$ cat src/rtl/vec_dispatch_pkg.sv
// rtl/vec_dispatch_pkg.sv - shared FSM encoding and vector sizing helper for vec_dispatch
package vec_dispatch_pkg;

   typedef enum logic [1:0] {
      IDLE  = 2'd0,
      XFER  = 2'd1,
      FLUSH = 2'd2
   } state_t;

   function automatic int calc_sub_vec_no(input int vector_width, input int bus_width);
      return (vector_width + bus_width - 1) / bus_width;
   endfunction

endpackage

$ cat src/rtl/vec_dispatch_if.sv
// rtl/vec_dispatch_if.sv - upstream vector stream and broadcast downstream bus for vec_dispatch
interface vec_dispatch_if #(
   parameter int BUS_WIDTH    = 128,
   parameter int VEC_ID_WIDTH = 8,
   parameter int UNIT_NO      = 4
);
   logic [BUS_WIDTH-1:0]    up_Vector;
   logic [VEC_ID_WIDTH-1:0] up_VecID;
   logic                    up_Valid;
   logic                    up_Last;
   logic                    up_Ready;

   logic [BUS_WIDTH-1:0]    dn_Vector;
   logic [VEC_ID_WIDTH-1:0] dn_VecID;
   logic                    dn_Last;
   logic [UNIT_NO-1:0]      dn_Valid;
   logic [UNIT_NO-1:0]      dn_Ready;

   logic                    batch_Done;
   logic                    err_Frame;

   modport slave (
      input  up_Vector, up_VecID, up_Valid, up_Last, dn_Ready,
      output up_Ready, dn_Vector, dn_VecID, dn_Last, dn_Valid, batch_Done, err_Frame
   );

   modport master (
      output up_Vector, up_VecID, up_Valid, up_Last, dn_Ready,
      input  up_Ready, dn_Vector, dn_VecID, dn_Last, dn_Valid, batch_Done, err_Frame
   );

endinterface

$ cat src/rtl/vec_dispatch_rr_pick.sv
// rtl/vec_dispatch_rr_pick.sv - combinational round-robin picker: first request at or after ptr
module rr_pick #(
   parameter int UNIT_NO = 4,
   parameter int PTR_W   = 2
) (
   input  logic [UNIT_NO-1:0] req,
   input  logic [PTR_W-1:0]   ptr,
   output logic [UNIT_NO-1:0] gnt
);
   localparam logic [PTR_W:0] UNITS = (PTR_W + 1)'(UNIT_NO);

   logic           found;
   logic [PTR_W:0] idx;

   always_comb begin
      gnt   = '0;
      found = 1'b0;
      idx   = '0;
      for (int i = 0; i < UNIT_NO; i++) begin
         idx = {1'b0, ptr} + (PTR_W + 1)'(i);
         if (idx >= UNITS) begin
            idx = idx - UNITS;
         end
         if (!found && req[idx[PTR_W-1:0]]) begin
            gnt[idx[PTR_W-1:0]] = 1'b1;
            found               = 1'b1;
         end
      end
   end

endmodule

$ cat src/rtl/vec_dispatch.sv
// rtl/vec_dispatch.sv - locks each full vector onto one round-robin picked unit through one output stage
// Optional statistics outputs are built when VEC_DISPATCH_STATS_EN is defined.
module vec_dispatch
   import vec_dispatch_pkg::*;
#(
   parameter int BUS_WIDTH    = 128,
   parameter int VECTOR_WIDTH = 920,
   parameter int VEC_ID_WIDTH = 8,
   parameter int UNIT_NO      = 4,
   parameter int SUB_VEC_NO   = calc_sub_vec_no(VECTOR_WIDTH, BUS_WIDTH)
) (
   input  logic          clk,
   input  logic          rst,
   vec_dispatch_if.slave bus
`ifdef VEC_DISPATCH_STATS_EN
   ,
   output logic [31:0]   stat_VecCnt,
   output logic [31:0]   stat_StallCnt
`endif
);
   localparam int PTR_W = (UNIT_NO > 1) ? $clog2(UNIT_NO) : 1;
   localparam int CNT_W = (SUB_VEC_NO > 1) ? $clog2(SUB_VEC_NO) : 1;
   localparam logic [CNT_W-1:0] CNT_LAST = CNT_W'(SUB_VEC_NO - 1);
   localparam logic [PTR_W-1:0] PTR_LAST = PTR_W'(UNIT_NO - 1);

   state_t                  state;
   logic [UNIT_NO-1:0]      grant;
   logic [UNIT_NO-1:0]      pick;
   logic [UNIT_NO-1:0]      dn_valid;
   logic [PTR_W-1:0]        ptr;
   logic [PTR_W-1:0]        pick_idx;
   logic [CNT_W-1:0]        cnt;
   logic [BUS_WIDTH-1:0]    dn_vector;
   logic [VEC_ID_WIDTH-1:0] dn_vecid;
   logic                    dn_last;
   logic                    batch_done;
   logic                    err_frame;
   logic                    dn_fire;
   logic                    up_ready;
   logic                    up_fire;

   rr_pick #(
      .UNIT_NO (UNIT_NO),
      .PTR_W   (PTR_W)
   ) u_rr_pick (
      .req (bus.dn_Ready),
      .ptr (ptr),
      .gnt (pick)
   );

   // dn_valid carries the unit of the word in the output stage, independent of the lock in grant
   assign dn_fire  = |(dn_valid & bus.dn_Ready);
   assign up_ready = (~|dn_valid || dn_fire) && (state != FLUSH) && (|grant);
   assign up_fire  = bus.up_Valid && up_ready;

   always_comb begin
      pick_idx = '0;
      for (int i = 0; i < UNIT_NO; i++) begin
         if (pick[i]) begin
            pick_idx = PTR_W'(i);
         end
      end
   end

   always_ff @(posedge clk) begin
      if (rst) begin
         state      <= IDLE;
         grant      <= '0;
         ptr        <= '0;
         cnt        <= '0;
         dn_valid   <= '0;
         dn_vector  <= '0;
         dn_vecid   <= '0;
         dn_last    <= 1'b0;
         batch_done <= 1'b0;
         err_frame  <= 1'b0;
      end else begin
         batch_done <= 1'b0;

         if (up_fire) begin
            dn_valid  <= grant;
            dn_vector <= bus.up_Vector;
            dn_vecid  <= bus.up_VecID;
            dn_last   <= bus.up_Last;
         end else if (dn_fire) begin
            dn_valid <= '0;
         end

         case (state)
            IDLE: begin
               if (|pick) begin
                  grant <= pick;
                  ptr   <= (pick_idx == PTR_LAST) ? '0 : pick_idx + PTR_W'(1);
                  state <= XFER;
               end
            end
            XFER: begin
               if (up_fire) begin
                  if (bus.up_Last) begin
                     if (cnt != CNT_LAST) begin
                        err_frame <= 1'b1;
                     end
                     cnt   <= '0;
                     grant <= '0;
                     state <= FLUSH;
                  end else if (cnt == CNT_LAST) begin
                     cnt   <= '0;
                     grant <= '0;
                     state <= IDLE;
                  end else begin
                     cnt <= cnt + CNT_W'(1);
                  end
               end
            end
            FLUSH: begin
               // the round-robin pointer is deliberately left where the batch ended
               if (~|dn_valid || dn_fire) begin
                  batch_done <= 1'b1;
                  state      <= IDLE;
               end
            end
            default: state <= IDLE;
         endcase
      end
   end

   assign bus.up_Ready   = up_ready;
   assign bus.dn_Valid   = dn_valid;
   assign bus.dn_Vector  = dn_vector;
   assign bus.dn_VecID   = dn_vecid;
   assign bus.dn_Last    = dn_last;
   assign bus.batch_Done = batch_done;
   assign bus.err_Frame  = err_frame;

`ifdef VEC_DISPATCH_STATS_EN
   always_ff @(posedge clk) begin
      if (rst) begin
         stat_VecCnt   <= '0;
         stat_StallCnt <= '0;
      end else begin
         if (up_fire && (bus.up_Last || cnt == CNT_LAST) && stat_VecCnt != '1) begin
            stat_VecCnt <= stat_VecCnt + 32'd1;
         end
         if (bus.up_Valid && !up_ready && stat_StallCnt != '1) begin
            stat_StallCnt <= stat_StallCnt + 32'd1;
         end
      end
   end
`endif

endmodule

$ cat src/flat_wrapper.sv
// flat-port wrapper written by rule: the top's interface ports become plain ports
module vec_dispatch_flat import vec_dispatch_pkg::*;
#(
   parameter int BUS_WIDTH    = 128,
   parameter int VECTOR_WIDTH = 920,
   parameter int VEC_ID_WIDTH = 8,
   parameter int UNIT_NO      = 4,
   parameter int SUB_VEC_NO   = calc_sub_vec_no(VECTOR_WIDTH, BUS_WIDTH)
)
  (clk, rst, bus_up_Vector, bus_up_VecID, bus_up_Valid, bus_up_Last, bus_dn_Ready, bus_up_Ready, bus_dn_Vector, bus_dn_VecID, bus_dn_Last, bus_dn_Valid, bus_batch_Done, bus_err_Frame);
  vec_dispatch_if #(.BUS_WIDTH(BUS_WIDTH), .VEC_ID_WIDTH(VEC_ID_WIDTH), .UNIT_NO(UNIT_NO)) bus_i ();
  input  logic clk;
  input  logic rst;
  input wire logic [$bits(bus_i.up_Vector)-1:0] bus_up_Vector;
  input wire logic [$bits(bus_i.up_VecID)-1:0] bus_up_VecID;
  input wire logic [$bits(bus_i.up_Valid)-1:0] bus_up_Valid;
  input wire logic [$bits(bus_i.up_Last)-1:0] bus_up_Last;
  input wire logic [$bits(bus_i.dn_Ready)-1:0] bus_dn_Ready;
  output wire logic [$bits(bus_i.up_Ready)-1:0] bus_up_Ready;
  output wire logic [$bits(bus_i.dn_Vector)-1:0] bus_dn_Vector;
  output wire logic [$bits(bus_i.dn_VecID)-1:0] bus_dn_VecID;
  output wire logic [$bits(bus_i.dn_Last)-1:0] bus_dn_Last;
  output wire logic [$bits(bus_i.dn_Valid)-1:0] bus_dn_Valid;
  output wire logic [$bits(bus_i.batch_Done)-1:0] bus_batch_Done;
  output wire logic [$bits(bus_i.err_Frame)-1:0] bus_err_Frame;
  assign bus_i.up_Vector = bus_up_Vector;
  assign bus_i.up_VecID = bus_up_VecID;
  assign bus_i.up_Valid = bus_up_Valid;
  assign bus_i.up_Last = bus_up_Last;
  assign bus_i.dn_Ready = bus_dn_Ready;
  assign bus_up_Ready = bus_i.up_Ready;
  assign bus_dn_Vector = bus_i.dn_Vector;
  assign bus_dn_VecID = bus_i.dn_VecID;
  assign bus_dn_Last = bus_i.dn_Last;
  assign bus_dn_Valid = bus_i.dn_Valid;
  assign bus_batch_Done = bus_i.batch_Done;
  assign bus_err_Frame = bus_i.err_Frame;
  vec_dispatch #(.BUS_WIDTH(BUS_WIDTH), .VECTOR_WIDTH(VECTOR_WIDTH), .VEC_ID_WIDTH(VEC_ID_WIDTH), .UNIT_NO(UNIT_NO), .SUB_VEC_NO(SUB_VEC_NO)) u_core (.clk(clk), .rst(rst), .bus(bus_i));
endmodule
$ cat config.mk
export PLATFORM = sky130hd
export DESIGN_NAME = vec_dispatch_flat
export DESIGN_NICKNAME = d
export VERILOG_FILES = /design/src/rtl/vec_dispatch_pkg.sv /design/src/rtl/vec_dispatch_if.sv /design/src/rtl/vec_dispatch_rr_pick.sv /design/src/rtl/vec_dispatch.sv /design/src/flat_wrapper.sv
export SDC_FILE = /design/constraint.sdc
export NUM_CORES = 1
export LEC_CHECK = 0
export CAP_MARGIN = 20
export CORE_ASPECT_RATIO = 1.4
export CORE_MARGIN = 10
export CORE_UTILIZATION = 42
export CTS_BUF_LIST = sky130_fd_sc_hd__clkbuf_8
export DETAILED_ROUTE_END_ITERATION = 10
export GPL_TIMING_DRIVEN = 0
export PLACE_DENSITY = 0.87
export SETUP_SLACK_MARGIN = 0.4
export SYNTH_ARGS = -nofsm -noshare
export SYNTH_HDL_FRONTEND = slang
export SYNTH_SLANG_ARGS = --single-unit
$ cat constraint.sdc
create_clock -name clk -period 4.2 [get_ports clk]
set_clock_uncertainty 0.2 [all_clocks]
set_input_delay 0.84 -clock clk [delete_from_list [all_inputs] [get_ports clk]]
set_output_delay 0.84 -clock clk [all_outputs]
set_load 0.02 [all_outputs]
## Yosys cells after proc, flatten, opt, wreduce, memory -nomap -nowiden

Index checks and enable logic that the tools add are counted.
W data, S select, Z words.

| cells by class | value |
|---|---|
| $add $sub $neg | 9 |
| $lt $le $gt $ge | 12 |
| equality and inequality tests | 10 |
| muxes and demuxes | 47 |
| bitwise gates (word level) | 5 |
| reduce and logical (&&, ||, !) cells | 28 |

Operator list:

| operator | number |
|---|---|
| $mux W4 | 10 |
| $mux W2 | 12 |
| $reduce_or A4 Y1 | 4 |
| $mux W1 | 13 |
| $lt A2 B3 Y1 const B | 4 |
| $or A4 B4 Y4 | 3 |
| $reduce_and A4 Y1 | 3 |
| $logic_and A1 B1 Y1 | 10 |
| $ge A3 B3 Y1 const B | 3 |
| $bmux W1 S2 | 4 |
| $demux W1 S2 | 4 |
| $ge A2 B1 Y1 const B | 4 |
| $pmux W4 S2 | 1 |
| $sub A2 B1 Y2 const B | 4 |
| $add A2 B2 Y3 const B | 2 |
| $mux W3 | 2 |
| $ne A2 B1 Y1 const B | 3 |
| $pmux W2 S3 | 1 |
| $and A4 B4 Y4 | 1 |
| $eq A2 B2 Y1 const B | 2 |
| $logic_not A1 Y1 | 4 |
| $reduce_and A2 Y1 | 2 |
| $reduce_bool A2 Y1 | 2 |
| $add A2 B1 Y3 const B | 1 |
| other kinds (12) | 12 |

| storage, ports and cells | value |
|---|---|
| bits in registers | 154 |
| bits of input ports | 144 |
| word-level logic and storage cells | 121 |

## Depth between registers and ports, before layout

Gate-level depths: netlist (run 1).

| logic depth | value |
|---|---|
| depth in word-level cells | 19 |
| depth in mapped cells | 9 |
| mapped depth without buffers | 8 |

## Hierarchy

A second synthesis (run 1) with hierarchy kept.

| unflattened totals | value |
|---|---|
| cells, all modules | 702 |
| area, all modules | 6,572.6 um2 |

By module, submodules not included:

| module | times used | cells each | area an instance (um2) |
|---|---|---|---|
| vec_dispatch | 1 | 672 | 6,269.8 |
| rr_pick | 1 | 30 | 302.8 |

## Worst setup path after synthesis (run 1)

No wires, ideal clock.

| timing | value |
|---|---|
| path type | reg2reg |
| start | register u_core.ptr[0] |
| end | register u_core.state[0] |
| setup time | 0.138 ns |
| arrival | 2.708 ns |
| path slack | 1.154 ns |
| cell stages (with the launch flop) | 10 |
| buffers on the path | 1 |
| period minus slack after synthesis | 3.046 ns |
| cells stage by stage | dfxtp_1 > buf_2 > inv_1 > ha_1 > mux4_2 > nor3b_1 > o31a_1 > a211oi_2 > nor4b_1 > a2111oi_2 |

| between the ends | value |
|---|---|
| cells in the longest elaborated chain, start to end | 17 |
| elaborated cells on any way between the ends | 62 |

Ends and longest elaborated chain:

| item | line | text |
|---|---|---|
| from (decl) | vec_dispatch.sv:30 | `logic [PTR_W-1:0] ptr;` |
| from (signal assigned) | vec_dispatch.sv:93 | `ptr <= (pick_idx == PTR_LAST) ? '0 : pick_idx + PTR_W'(1);` |
| parallel branches: the longest is 13 deep, another holds $add A2 B1 Y3 | n/a |  |
| $mux W4 * | vec_dispatch_rr_pick.sv:24 | `if (!found && req[idx[PTR_W-1:0]]) begin` |
| $reduce_or A4 Y1 * | vec_dispatch.sv:91 | `if (\|pick) begin` |
| $ne A2 B1 Y1 (no line) * | n/a |  |
| $reduce_and A4 Y1 (no line) * | n/a |  |
| to (signal assigned) | vec_dispatch.sv:94 | `state <= XFER;` |
| to (signal assigned) | vec_dispatch.sv:105 | `state <= FLUSH;` |
| to (signal assigned) | vec_dispatch.sv:109 | `state <= IDLE;` |
| to (decl) | vec_dispatch.sv:26 | `state_t state;` |

Every way passes the cells marked *. The select of a mux whose other input is x is not followed.
A chain may end at the register's enable or synchronous reset.

## Worst setup path after layout (run 1)

| timing | value |
|---|---|
| start | input bus_dn_Ready[0] |
| end | output bus_up_Ready |

| between the ends | value |
|---|---|
| cells in the longest elaborated chain, start to end | 5 |

Ends and longest elaborated chain:

| item | line | text |
|---|---|---|
| from (decl) | flat_wrapper.sv:18 | `input wire logic [$bits(bus_i.dn_Ready)-1:0] bus_dn_Ready;` |
| $and A4 B4 Y4 | vec_dispatch.sv:52 | `assign dn_fire = \|(dn_valid & bus.dn_Ready);` |
| $reduce_or A4 Y1 | vec_dispatch.sv:52 |  |
| $logic_or A1 B1 Y1 | vec_dispatch.sv:53 | `assign up_ready = (~\|dn_valid \|\| dn_fire) && (state != FLUSH) && (\|grant);` |
| $logic_and A1 B1 Y1 (2 in series) | vec_dispatch.sv:53 |  |
| to (decl) | flat_wrapper.sv:19 | `output wire logic [$bits(bus_i.up_Ready)-1:0] bus_up_Ready;` |

No other way between the ends.

==> results of run 1 <==
-- worst max-delay path, cell delays in order --
cell,delay [ns]
clkdlybuf4s50_1,0.52
a22o_1,0.32
nor3_2,0.28
nor2_1,0.09
clkdlybuf4s50_1,0.54
-- metal layers --
metal / routed length, um / up-vias
li1: - / 3045
met5: 0 / -
met4: 771 / 0
met1: 7720 / 2829
met2: 11700 / 203
met3: 1520 / 46
-- flip-flops by register name (all words and copies together), names as in the netlist --
register and flops:
u_core.bus.dn_Valid 4, u_core.bus.dn_Last 1, u_core.state 2, u_core.grant 4
u_core.bus.dn_VecID 8, u_core.bus.err_Frame 1, u_core.ptr 2, u_core.cnt 3
u_core.bus.dn_Vector 128, u_core.bus.batch_Done 1
-- metrics by stage --
stage	hold WS (ns)	std cells	setup slack [ns]	utilization, %
global route	0.269	1236	0.466	67.5
detailed placement	0.245	1205	0.382	64.8
global placement	0.240	1205	0.347	64.8
CTS	0.257	1236	0.477	67.5
finish	0.255	1236	0.563	67.5
floorplan	0.248	734	1.15	-
-- synthesized netlist by cell type, drive strengths merged --
cell / n
o31a: 2
inv: 7
mux4: 4
mux2i: 4
and3: 1
nor3b: 4
nor2: 14
a31oi: 1
o21ai: 4
o22ai: 3
nand3: 1
a221o: 1
nor2b: 3
mux2: 1
a21oi: 141
or4: 2
buf: 9
a221oi: 2
nand3b: 2
a22o: 2
a22oi: 7
nand2: 283
o21bai: 1
nor4: 3
a2111oi: 2
dfxtp: 154
o31ai: 1
a31o: 3
nor3: 5
nor4b: 1
or3: 2
clkbuf: 42
nand4b: 1
a211oi: 3
ha: 7
nand2b: 7
o211ai: 1
o21ba: 1
a21o: 2
-- power breakdown --
part / switching (W) / total [W] / internal, W
logic: 0.00206 / 0.00351 / 0.00145
clock network: 0.000588 / 0.00107 / 0.000485
registers: 0.000257 / 0.00216 / 0.00191
total: 0.00291 / 0.00675 / 0.00384
-- timing repair --
item / CTS / global route
setup endpoints to repair: 0 / 1
gates resized for setup: 0 / 1
setup buffers: 0 / 0
-- final timing paths --
path         slack, ns                                  start  cells past startpoint                                     to
max               0.56                        bus_dn_Ready[0]                      5                           bus_up_Ready
min               0.26  u_core.bus.dn_Vector[78]$_SDFFE_PP0N_                      2  u_core.bus.dn_Vector[78]$_SDFFE_PP0N_
max reg2reg       0.82             u_core.ptr[0]$_SDFFE_PP0P_                      9           u_core.state[0]$_SDFFE_PP0P_
min reg2reg       0.26  u_core.bus.dn_Vector[78]$_SDFFE_PP0N_                      2  u_core.bus.dn_Vector[78]$_SDFFE_PP0N_
-- cells by family (layout without fill, tap and decap cells) --
kind of cell             after synthesis  in the layout  share of synthesized area [%]
AO/OA/AOI/OAI                        177            177                           17.3
multiplexers                           9              9                           2.40
buffers and inverters                 58            375                           3.89
AND/OR/NAND/NOR                      329            329                           22.5
adder cells (fa/ha/maj)                7              7                           1.49
flip-flops                           154            154                           52.4
-- final cells by class --
type | count | area (um2)
Timing Repair Buffer | 286 | 2860
Multi-Input combinational cell | 522 | 2580
Tap cell | 185 | 231
Sequential cell | 154 | 3080
Buffer | 51 | 203
Clock inverter | 13 | 123
Inverter | 7 | 26.3
Clock buffer | 18 | 248
Fill cell | 1114 | 4490
==> impl_metrics.ini, run 1 <==
[grt]
grt_overflow = 0
busiest_layer = met2
grt_pass1_wl_mm = 33.9
grt_start_max_net_pins = 17
antenna_found_initial = 0
met3_usage_pct = 7.55
globalRouteTotalUtil_pct = 22.2
grt_pass1_vias = 6355
use_met1_pct = 21.5
grt_use_met2_pct = 40.8

[timing]
period_share_pct = 86.6
fmax_mhz = 275
rsz0062_at_grt = false
relSlewSlack_pct = 52.5
tightest_slew_ns = 0.707
period_minus_slack_ns = 3.64
finalMaxSlewViolations = 0
setup_violations = 0
fin_setup_tns_ns = 0
hold_viol_final = 0

[final_layout]
layout_common_cells = clkdlybuf4s50_1, nand2_1, dfxtp_1
fin_area_um2 = 9350
syn2layout_area_growth_pct = 59.0
diodes = 0
fin_nets = 1190
drive_gt1_share_pct = 5.23
final_common_cell = clkdlybuf4s50_1

[critical_path]
cp.arrival_ns = 2.60
crit_type = in -> out
endpoint_kind = output pin
critPathRequiredTime_ns = 3.16
cp-start-kind = primary input
path_max_fanout = 7

[die]
initial_core_util_pct = 42.5
die_w_um = 120
core_area_um2 = 13800
die_area_um2 = 19200
fp-row-count = 51
io_pins = 288
fp.dieH_um = 160

[synth]
syn_area_per_cell_um2 = 8.02
yosys-top-cells-area = dfxtp_1, nand2_1, a21oi_1
synthesis.area_um2 = 5880
synth.net_count = 885
ys_seq_elements = 154
synth_seq_area_share_pct = 52.4
synth.distinct_cells = 42
syn_inst = 734
yosysTopAreaCellShare_pct = 52.4
ys_warn_count = 0
synth_area_leader_cell = dfxtp_1

[detailed_routing]
num_vias = 6123
drtIter0Drc = 299
dr.pass1.iters = 5
routedWlPerCell_um = 17.6
drc_errors = 0
wirelength_mm = 21.8
vias_per_cell = 4.95
drtAntennaViolNets = 0

[clock_tree]
cts_tree = yes
hold_buffers = 0
max-clock-path-buffers = 2
cts.reportedPaths.clkPinSlew_ns = 0.08
numCtsBuffers = 17
clk-insertion-delay-late_ns = 0.43
cts.sinks = 154
h-tree-depth = 4
cts_root_buf = clkbuf_8

[pwr]
total_power_w = 0.00675
leakage_nw = 3.29
power_density_nw_per_um2 = 721
peakVddDrop_mv = 0.394

[place]
port_buffers = 286
hpwl_mm = 17.1
placed_cell_area_um2 = 8980
gp_congestion = 0.904

[run_status]
status = finished clean

[job]
drv_cap = 0

[hold_path]
hold_class = reg -> reg
Power figures use the tool's default switching activity.
==> run 2: changes to the inputs <==
--- a/config.mk
+++ b/config.mk
@@ -7,7 +7,6 @@
 export LEC_CHECK = 0
 export CAP_MARGIN = 20
 export CORE_ASPECT_RATIO = 1.4
-export CORE_MARGIN = 10
 export CORE_UTILIZATION = 42
 export CTS_BUF_LIST = sky130_fd_sc_hd__clkbuf_8
 export DETAILED_ROUTE_END_ITERATION = 10
==> run 2 against run 1 <==
Highest routed layer unchanged. Sequential share of layout area down 0.27 points. Worst hold slack about the same. Total power up 2.5%. Critical path depth unchanged. Non-clock buffer count did not move. Wire length down 11%. Cell area up 0.82%. First-iteration DRC count fell by 24%. Final cell count decreased by 0.16%. Global-route usage is 4.1 points higher. Flip-flop and latch count stayed put.
==> impl_metrics.ini, run 2 (synthesis gave the netlist of run 1 again) <==
[clock_tree]
cts.sinks = 154
cts_setup_buffers = 0
max-clock-path-buffers = 2
cts_tree = yes
cts_root_buf = clkbuf_8
numCtsBuffers = 17
clk-insertion-delay-late_ns = 0.44
h-tree-depth = 4
cts.reportedPaths.clkPinSlew_ns = 0.09

[final_layout]
syn2layout_area_growth_pct = 60.3
fillerInstances = 1075
layout_common_cells = clkdlybuf4s50_1, nand2_1, dfxtp_1
diodes = 0
regArea_um2 = 3080
multi_input_area_um2 = 2580
fin_nets = 1190
drive_gt1_share_pct = 5.32
final_common_cell = clkdlybuf4s50_1
largest_reg_flops = 128

[die]
die_w_um = 102
initial_core_util_pct = 43.5
fp-row-count = 50
die_area_um2 = 14500
core_area_um2 = 13500
fp.dieH_um = 142
io_pins = 288

[hold_path]
hold_path_depth = 2
hold_class = reg -> reg
hp-start = u_core.bus.dn_Vector[24]$_SDFFE_PP0N_
holdPathEnd = u_core.bus.dn_Vector[24]$_SDFFE_PP0N_

[timing]
tightest_slew_ns = 0.829
rsz0062_at_grt = false
fmax_mhz = 274
period_minus_slack_ns = 3.66
finalMaxSlewViolations = 0
relSlewSlack_pct = 44.3
setup_violations = 0
period_share_pct = 87.1
fin_setup_tns_ns = 0
hold_viol_final = 0
layout_setup_ws_ns = 0.544

[detailed_routing]
dr.pass1.iters = 5
num_vias = 6157
wirelength_mm = 19.3
routedWlPerCell_um = 15.7
drtAntennaViolNets = 0
vias_per_cell = 4.99
drc_errors = 0
drtIter0Drc = 228

[critical_path]
r2r-start = u_core.ptr[0]$_SDFFE_PP0P_
path_max_fanout = 7
cp-start-kind = primary input
cp.arrival_ns = 2.62
crit_type = in -> out
critPathRequiredTime_ns = 3.16
rr_worst_depth = 9
rr_endpoint = u_core.state[0]$_SDFFE_PP0P_
r2r_slack_ns = 0.75
endpoint_kind = output pin

[place]
gp_congestion = 0.929
dp_slack_ns = 0.325
port_buffers = 286
hpwl_mm = 14.5

[pwr]
power_density_nw_per_um2 = 734
peakVddDrop_mv = 0.415
leakage_nw = 3.35

[grt]
grt_pass1_vias = 5915
antenna_found_initial = 0
grt_overflow = 0
globalRouteTotalUtil_pct = 26.3
grt_pass1_wl_mm = 29.1
grt_start_max_net_pins = 17

[run_status]
status = finished clean

[job]
drv_cap = 0
## run 2: cell count changes in the layout (fill, tap and decap cells not counted)
| cell | before | now |
|---|---|---|
| bufinv_16 | 1 | 4 |
| inv_6 | 3 | 4 |
| clkinv_2 | 0 | 1 |
| clkbuf_8 | 18 | 19 |
| clkinvlp_4 | 6 | 1 |
## run 2: routing by layer
metal	vias to the layer above	track usage, %	routed length, um
li1	3040	-	-
met2	251	46.0	9960
met1	2804	28.0	7170
met4	0	14.6	916
met3	62	7.37	1280
met5	-	0	0
## run 2: where the power goes
part	switching (W)	internal (W)
sequential	0.000258	0.00190
combinational	0.00203	0.00145
clock	0.000587	0.000687
total	0.00288	0.00404
## run 2: worst max path at each step
stage,startpoint,endpoint,slack [ns]
2_1_floorplan,u_core.ptr[0]$_SDFFE_PP0P_,u_core.state[0]$_SDFFE_PP0P_,1.15
3_3_place_gp,bus_dn_Ready[3],u_core.bus.dn_Vector[116]$_SDFFE_PP0N_,0.37
3_5_place_dp,bus_dn_Ready[2],u_core.bus.dn_Vector[116]$_SDFFE_PP0N_,0.32
4_1_cts,bus_dn_Ready[0],bus_up_Ready,0.48
5_1_grt,bus_dn_Ready[0],bus_up_Ready,0.49
6_report,bus_dn_Ready[3],bus_up_Ready,0.54
## run 2: layout make-up
class                   count  area share [%]
repair buffers            286            30.4
flip-flops and latches    154            32.7
clock inverters            13            2.00
inverters                   7           0.279
clock buffers              19            2.77
multi-input cells         522            27.3
well taps                 182            2.42
plain buffers              51            2.15
## run 2: worst max-delay path, stage by stage
cell and delay [ns]:
clkdlybuf4s50_1 0.56, a22o_1 0.33, nor3_2 0.26, nor2_1 0.08, clkdlybuf4s50_1 0.55
## run 2: stage by stage
stage,hold WS [ns],cell area (um2),power (W),utilization [%],instances
after floorplan,0.248,5880,0.00418,-,734
after global routing,0.272,9430,0.00732,69.8,1234
after global placement,0.240,8970,0.00559,66.4,1202
after detailed placement,0.246,8970,0.00566,66.4,1202
after CTS,0.257,9420,0.00693,69.7,1234
final,0.255,9430,0.00692,69.8,1234
## run 2: what timing repair did
item / CTS / global route
hold buffers: 0 / 0
endpoints found under the setup margin: 0 / 1
endpoints found under the hold margin: 0 / 0
resized for setup: 0 / 1
